<file path="config.mk">
export PLATFORM = sky130hd
export DESIGN_NAME = pipe_stage_skid_flat
export DESIGN_NICKNAME = d
export VERILOG_FILES = /design/src/rtl/pipe_stage_skid_if.sv /design/src/rtl/pipe_stage_skid.sv /design/src/flat_wrapper.sv
export SDC_FILE = /design/constraint.sdc
export NUM_CORES = 1
export LEC_CHECK = 0
export BUFFER_PORTS_ARGS = -buffer_cell sky130_fd_sc_hd__buf_2
export CAP_MARGIN = 20
export CORE_MARGIN = 2
export CORE_UTILIZATION = 48
export CTS_CLUSTER_SIZE = 10
export DETAILED_ROUTE_END_ITERATION = 8
export PLACE_DENSITY = 0.73
export SLEW_MARGIN = 20
export SYNTH_ARGS = -nofsm -noshare
export SYNTH_HDL_FRONTEND = slang
export SYNTH_SLANG_ARGS = --single-unit
</file>
<file path="constraint.sdc">
create_clock -name clk -period 3.8 [get_ports clk]
set_clock_uncertainty 0.15 [all_clocks]
set_input_delay 0 -clock clk [delete_from_list [all_inputs] [get_ports clk]]
set_output_delay 0 -clock clk [all_outputs]
set_load 0.005 [all_outputs]
</file>
<file path="src/rtl/pipe_stage_skid_if.sv">
// rtl/pipe_stage_skid_if.sv - valid/ready stream bundle between pipeline stages
//
// Purpose: carries one payload beat with a valid/ready handshake.
// Ports (modports):
//    master : drives tvalid, tdata; samples tready
//    slave  : samples tvalid, tdata; drives tready
interface pipe_stage_skid_if #(
   parameter int WIDTH = 32
);
   logic             tvalid;
   logic [WIDTH-1:0] tdata;
   logic             tready;

   modport master (output tvalid, output tdata, input tready);
   modport slave  (input tvalid, input tdata, output tready);
endinterface

</file>
<file path="src/rtl/pipe_stage_skid.sv">
// rtl/pipe_stage_skid.sv - generic pipeline stage register with one-entry skid buffer
//
// Purpose: registers a WIDTH-bit beat between two pipeline stages. The skid
// entry absorbs the one beat that may arrive while downstream stalls, so
// in_if.tready depends on registered state only.
// Ports:
//    clk        in   rising-edge clock
//    rst        in   asynchronous active-high reset
//    flush      in   synchronous kill of stage contents (beats are dropped)
//    in_if      slave  upstream beat (tvalid/tdata in, tready out)
//    out_if     master downstream beat (tvalid/tdata out, tready in)
//    occupancy  out  beats held: 0, 1 or 2
module pipe_stage_skid #(
   parameter int               WIDTH       = 32,
   parameter bit               FLUSH_CLEAR = 1'b1,
   parameter logic [WIDTH-1:0] RESET_VAL   = '0
) (
   input  logic                    clk,
   input  logic                    rst,
   input  logic                    flush,
   pipe_stage_skid_if.slave        in_if,
   pipe_stage_skid_if.master       out_if,
   output logic [1:0]              occupancy
);

   // Encoding doubles as the occupancy count.
   typedef enum logic [1:0] {
      EMPTY = 2'd0,
      BUSY  = 2'd1,
      FULL  = 2'd2
   } state_t;

   state_t           state_q, state_d;
   logic [WIDTH-1:0] main_q, main_d;
   logic [WIDTH-1:0] skid_q, skid_d;
   logic             in_ready;
   logic             out_valid;
   logic             accept;
   logic             release_beat;

   // State and payload registers.
   always_ff @(posedge clk or posedge rst) begin
      if (rst) begin
         state_q <= EMPTY;
         main_q  <= RESET_VAL;
         skid_q  <= RESET_VAL;
      end else begin
         state_q <= state_d;
         main_q  <= main_d;
         skid_q  <= skid_d;
      end
   end

   assign accept       = in_if.tvalid & in_ready;
   assign release_beat = out_valid & out_if.tready;

   // Next state and payload. Flush overrides any handshake in the same cycle.
   always_comb begin
      state_d = state_q;
      main_d  = main_q;
      skid_d  = skid_q;
      if (flush) begin
         state_d = EMPTY;
         if (FLUSH_CLEAR) begin
            main_d = '0;
            skid_d = '0;
         end
      end else begin
         unique case (state_q)
            EMPTY: begin
               if (accept) begin
                  main_d  = in_if.tdata;
                  state_d = BUSY;
               end
            end
            BUSY: begin
               if (accept && release_beat) begin
                  main_d = in_if.tdata;
               end else if (accept) begin
                  // Downstream stalled: park the new beat, main keeps the oldest.
                  skid_d  = in_if.tdata;
                  state_d = FULL;
               end else if (release_beat) begin
                  state_d = EMPTY;
               end
            end
            FULL: begin
               if (release_beat) begin
                  main_d  = skid_q;
                  state_d = BUSY;
               end
            end
            default: begin
               state_d = EMPTY;
            end
         endcase
      end
   end

   // Outputs come from registered state only: no path from out_if.tready or
   // in_if.tvalid to in_if.tready.
   always_comb begin
      in_ready  = (state_q != FULL);
      out_valid = (state_q != EMPTY);
      occupancy = state_q;
   end

   assign in_if.tready  = in_ready;
   assign out_if.tvalid = out_valid;
   assign out_if.tdata  = main_q;

endmodule

</file>
<file path="src/flat_wrapper.sv">
// flat-port wrapper written by rule: the top's interface ports become plain ports
module pipe_stage_skid_flat 
#(
   parameter int               WIDTH       = 32,
   parameter bit               FLUSH_CLEAR = 1'b1,
   parameter logic [WIDTH-1:0] RESET_VAL   = '0
)
  (clk, rst, flush, occupancy, in_if_tvalid, in_if_tdata, in_if_tready, out_if_tvalid, out_if_tdata, out_if_tready);
  pipe_stage_skid_if #(.WIDTH(WIDTH)) in_if_i ();
  pipe_stage_skid_if #(.WIDTH(WIDTH)) out_if_i ();
  input  logic clk;
  input  logic rst;
  input  logic flush;
  output logic [1:0] occupancy;
  input wire logic [$bits(in_if_i.tvalid)-1:0] in_if_tvalid;
  input wire logic [$bits(in_if_i.tdata)-1:0] in_if_tdata;
  output wire logic [$bits(in_if_i.tready)-1:0] in_if_tready;
  output wire logic [$bits(out_if_i.tvalid)-1:0] out_if_tvalid;
  output wire logic [$bits(out_if_i.tdata)-1:0] out_if_tdata;
  input wire logic [$bits(out_if_i.tready)-1:0] out_if_tready;
  assign in_if_i.tvalid = in_if_tvalid;
  assign in_if_i.tdata = in_if_tdata;
  assign in_if_tready = in_if_i.tready;
  assign out_if_tvalid = out_if_i.tvalid;
  assign out_if_tdata = out_if_i.tdata;
  assign out_if_i.tready = out_if_tready;
  pipe_stage_skid #(.WIDTH(WIDTH), .FLUSH_CLEAR(FLUSH_CLEAR), .RESET_VAL(RESET_VAL)) u_core (.clk(clk), .rst(rst), .flush(flush), .in_if(in_if_i), .out_if(out_if_i), .occupancy(occupancy));
endmodule
</file>
==> summary by stage <==
Logic synthesis
The mapped netlist covers 3070 um2. The share of the Yosys chip area taken by registers is 53.9%. In this run the mean area of a mapped cell was 12.8 um2. The total nets after synthesis is 283. In the synthesized netlist, the number of instances is 240.

In this run, distinct cell masters in the synthesized netlist total 25. The number of warnings issued by yosys is 0. The count of state elements after synthesis is 66.

Clock network
The number of buffers added for setup after CTS is 0. The clock tree from TritonCTS is built. The H-tree was split into 3 levels.

In this run the clock root is driven by a clkbuf_8. For the worst-skew pair, the clock arrives at the later sink with an insertion delay of 350 ps. The number of buffers created by CTS is 9. The number of clock sinks is 66.

The buffer depth of the longest clock path is 2. Clock-pin slew was measured on the worst setup and hold paths at 80 ps.

Setup path
The path type of the worst setup path is register to register. The endpoint kind of the worst setup timing path is a register. The maximum fanout count along the critical path is 19. The worst path required time is 3880 ps. STA classifies the critical path startpoint as a register. For the worst setup path, the data arrival time is 2990 ps.

Floorplanning
The width of the chip is 83.9 um. The die footprint is 7040 um2. The initial cell density of the core is 48.9%.

Row generation in the floorplan step produced 29 rows. During I/O placement, the number of pins put on the boundary was 73. The floorplan step set the die height to 83.9 um. The floorplan step defined a core boundary enclosing 6280 um2.

Detailed routing
The detail route stage leaves a number of antenna-violating nets equal to 0. The number of violations reported at the end of detailed-routing iteration 0 is 134. After detailed routing, the average wire length per cell comes to 15.7 um.

Dividing the detail-routed via count by the number of cells gives 5.20. The detailed router placed 2222 vias in this run. For this run, design rule violations remaining after detail routing come to 0. The overall routed net length is 6700 um. The pre-antenna-repair detailed-routing pass consisted of 4 iterations.

Final layout
Relative to the synthesized area, the layout overhead comes to 30.9%. Fill cells in the final layout number 492. The count of inserted antenna diode cells is 0. The layout net count is 388. The commonest non-fill, non-tap cell in the layout is buf_2. In the layout the commonest cells are buf_2, dfrtp_1, mux2i_1, dlygate4sd3_1. The finished layout holds 427 standard cells, fillers aside.

In the final layout, the share of cells above drive strength 1 is 28.9%.

Outcome
The flow ran to the end, and the final reports show no timing, DRC or antenna violations.

Power and ir drop
The net switching power of the design is 0.782 mW. The total power per unit cell area is 599 nW/um2. The combinational fraction of design power is 33.5%. The power consumption is 2.40 mW. Net switching is 32.5% of the power.

The relative contribution of the clock network to total power is 24.3%. In this run the static leakage power is 1.98 nW. The peak ir drop on the vdd network is 0.312 mV. The sequential cell fraction of total power is 42.2%. The internal power component is 1.62 mW.

Global route
For this run, the total global-route usage over all layers was measured as 20.7%. The via count of the first global-routing pass is 2333. The pin count of the biggest net entering global routing is 39. The wire length of the first global-routing pass is 11400 um. The number of antenna violations at the first check in global routing is 0.

The residual overflow from global routing is 0.

Placement
The weighted congestion at the end of routability-driven global placement is 0.813. The instance count after placement with tap cells included is 378. The count of buffers added on input and output ports is 72. The HPWL after detailed placement is 4280 um.

Timing
Setup repair after global routing left no endpoint under its margin. The post-layout minimum cycle time is 2910 ps. The worst relative slew slack is 46.0%. Setup violations remaining at the end of the flow were counted as 0.

The hold violation total from the final report came to 0. The highest clock frequency the design can meet is 344 MHz. The number of slew-limit violations in the final report is 0. Adding up every negative setup slack in the final design gives 0 ps. The ratio of final minimum period to clock period is 76.6%. The pin slew with the least headroom to its limit is 810 ps.

Flow run
The number of violations of the max-capacitance limit is 0.

Hold path
In this run the worst hold path is classified as primary input to register.
stage by stage:
step / setup WS [ps] / cell area [um2] / hold slack [ps] / util, %
2_1_floorplan: 1570 / 3070 / -17.3 / -
3_3_place_gp: 996 / 3490 / -40.3 / 55.6
3_5_place_dp: 871 / 3490 / -41.9 / 55.6
4_1_cts: 866 / 4010 / 85.0 / 63.9
5_1_grt: 646 / 4010 / 119 / 63.9
6_report: 891 / 4010 / 104 / 63.9
worst paths after layout:
path                                           endpoint                     from  cells past startpoint  slack, ps
worst max-delay path            u_core.out_if.tdata[18]      u_core.occupancy[1]                      7        890
worst min-delay path            u_core.out_if.tdata[25]                    flush                      3        100
worst max register to register  u_core.out_if.tdata[18]      u_core.occupancy[1]                      7        890
worst min register to register  u_core.out_if.tdata[17]  u_core.out_if.tdata[17]                      1        330
max in group asynchronous             u_core.skid_q[28]                      rst                      4       2460
min in group asynchronous        u_core.out_if.tdata[7]                      rst                      3        120
worst max-delay path: stages (launching register included):
cell and delay (ps):
dfrtp_1 420, inv_1 110, ha_1 240, nor2b_1 260, nand2_1 140, a211oi_4 690
buf_4 400, mux2_1 350
synthesized netlist by cell type:
cell type | count | area share [%]
o32ai_2 | 1 | 0.53
a31oi_1 | 1 | 0.20
mux2_2 | 2 | 0.73
xnor2_1 | 1 | 0.29
a22o_1 | 32 | 9.1
buf_4 | 1 | 0.24
mux2i_1 | 33 | 11
nor2b_4 | 1 | 0.45
a211oi_4 | 1 | 0.65
ha_1 | 6 | 2.4
buf_2 | 7 | 1.1
nand2b_1 | 2 | 0.41
nand2_1 | 1 | 0.12
clkbuf_1 | 7 | 0.86
dfrtp_1 | 66 | 54
nor2b_1 | 2 | 0.41
and3_1 | 1 | 0.20
nor3_1 | 1 | 0.16
a21oi_1 | 1 | 0.16
mux2_1 | 30 | 11
o22ai_1 | 1 | 0.20
inv_1 | 6 | 0.73
nor2_1 | 32 | 3.9
buf_6 | 3 | 1.1
o21bai_1 | 1 | 0.24
flip-flops by register name, indices dropped and copies added, names as in the netlist:
register	count
u_core.occupancy	2
u_core.skid_q	32
u_core.out_if.tdata	32
what timing repair did:
item	in CTS	in global routing
hold buffers	33	0
endpoints found under the hold margin	92	0
gates resized for setup	0	0
power by group through the flow:
stage	clock network (mW)	logic [mW]	registers, mW
floorplan	0	0.507	1.02
global placement	0	0.771	1.02
detailed placement	0	0.789	1.03
CTS	0.597	0.821	1.02
global route	0.628	0.888	1.04
finish	0.584	0.806	1.01
area by class of cell:
cell class	instances	area [um2]	area share [%]
sequential	66	1650	41.1
multi-input combinational	150	1310	32.5
timing repair buffer	112	743	18.5
clock buffer	10	128	3.18
tap	77	96.3	2.40
clock inverter	6	67.6	1.68
inverter	6	22.5	0.561
kinds of logic after synthesis:
family                   count (synthesis)  share of synthesized area, %
flip-flops                              66                          53.9
multiplexers                            65                          22.5
AND/OR/NAND/NOR                         40                          5.67
AO/OA/AOI/OAI                           38                          11.1
buffers and inverters                   24                          4.08
adder cells (fa/ha/maj)                  6                          2.45
XOR/XNOR                                 1                         0.286
routing by layer:
metal,wire (um),track usage (%),vias to the layer above
met1,3200,29.0,1090
met4,109,7.77,0
met2,3070,31.2,62
met5,0,0,-
met3,317,5.04,10
li1,-,-,1060
(Power assumes the default switching activity.)
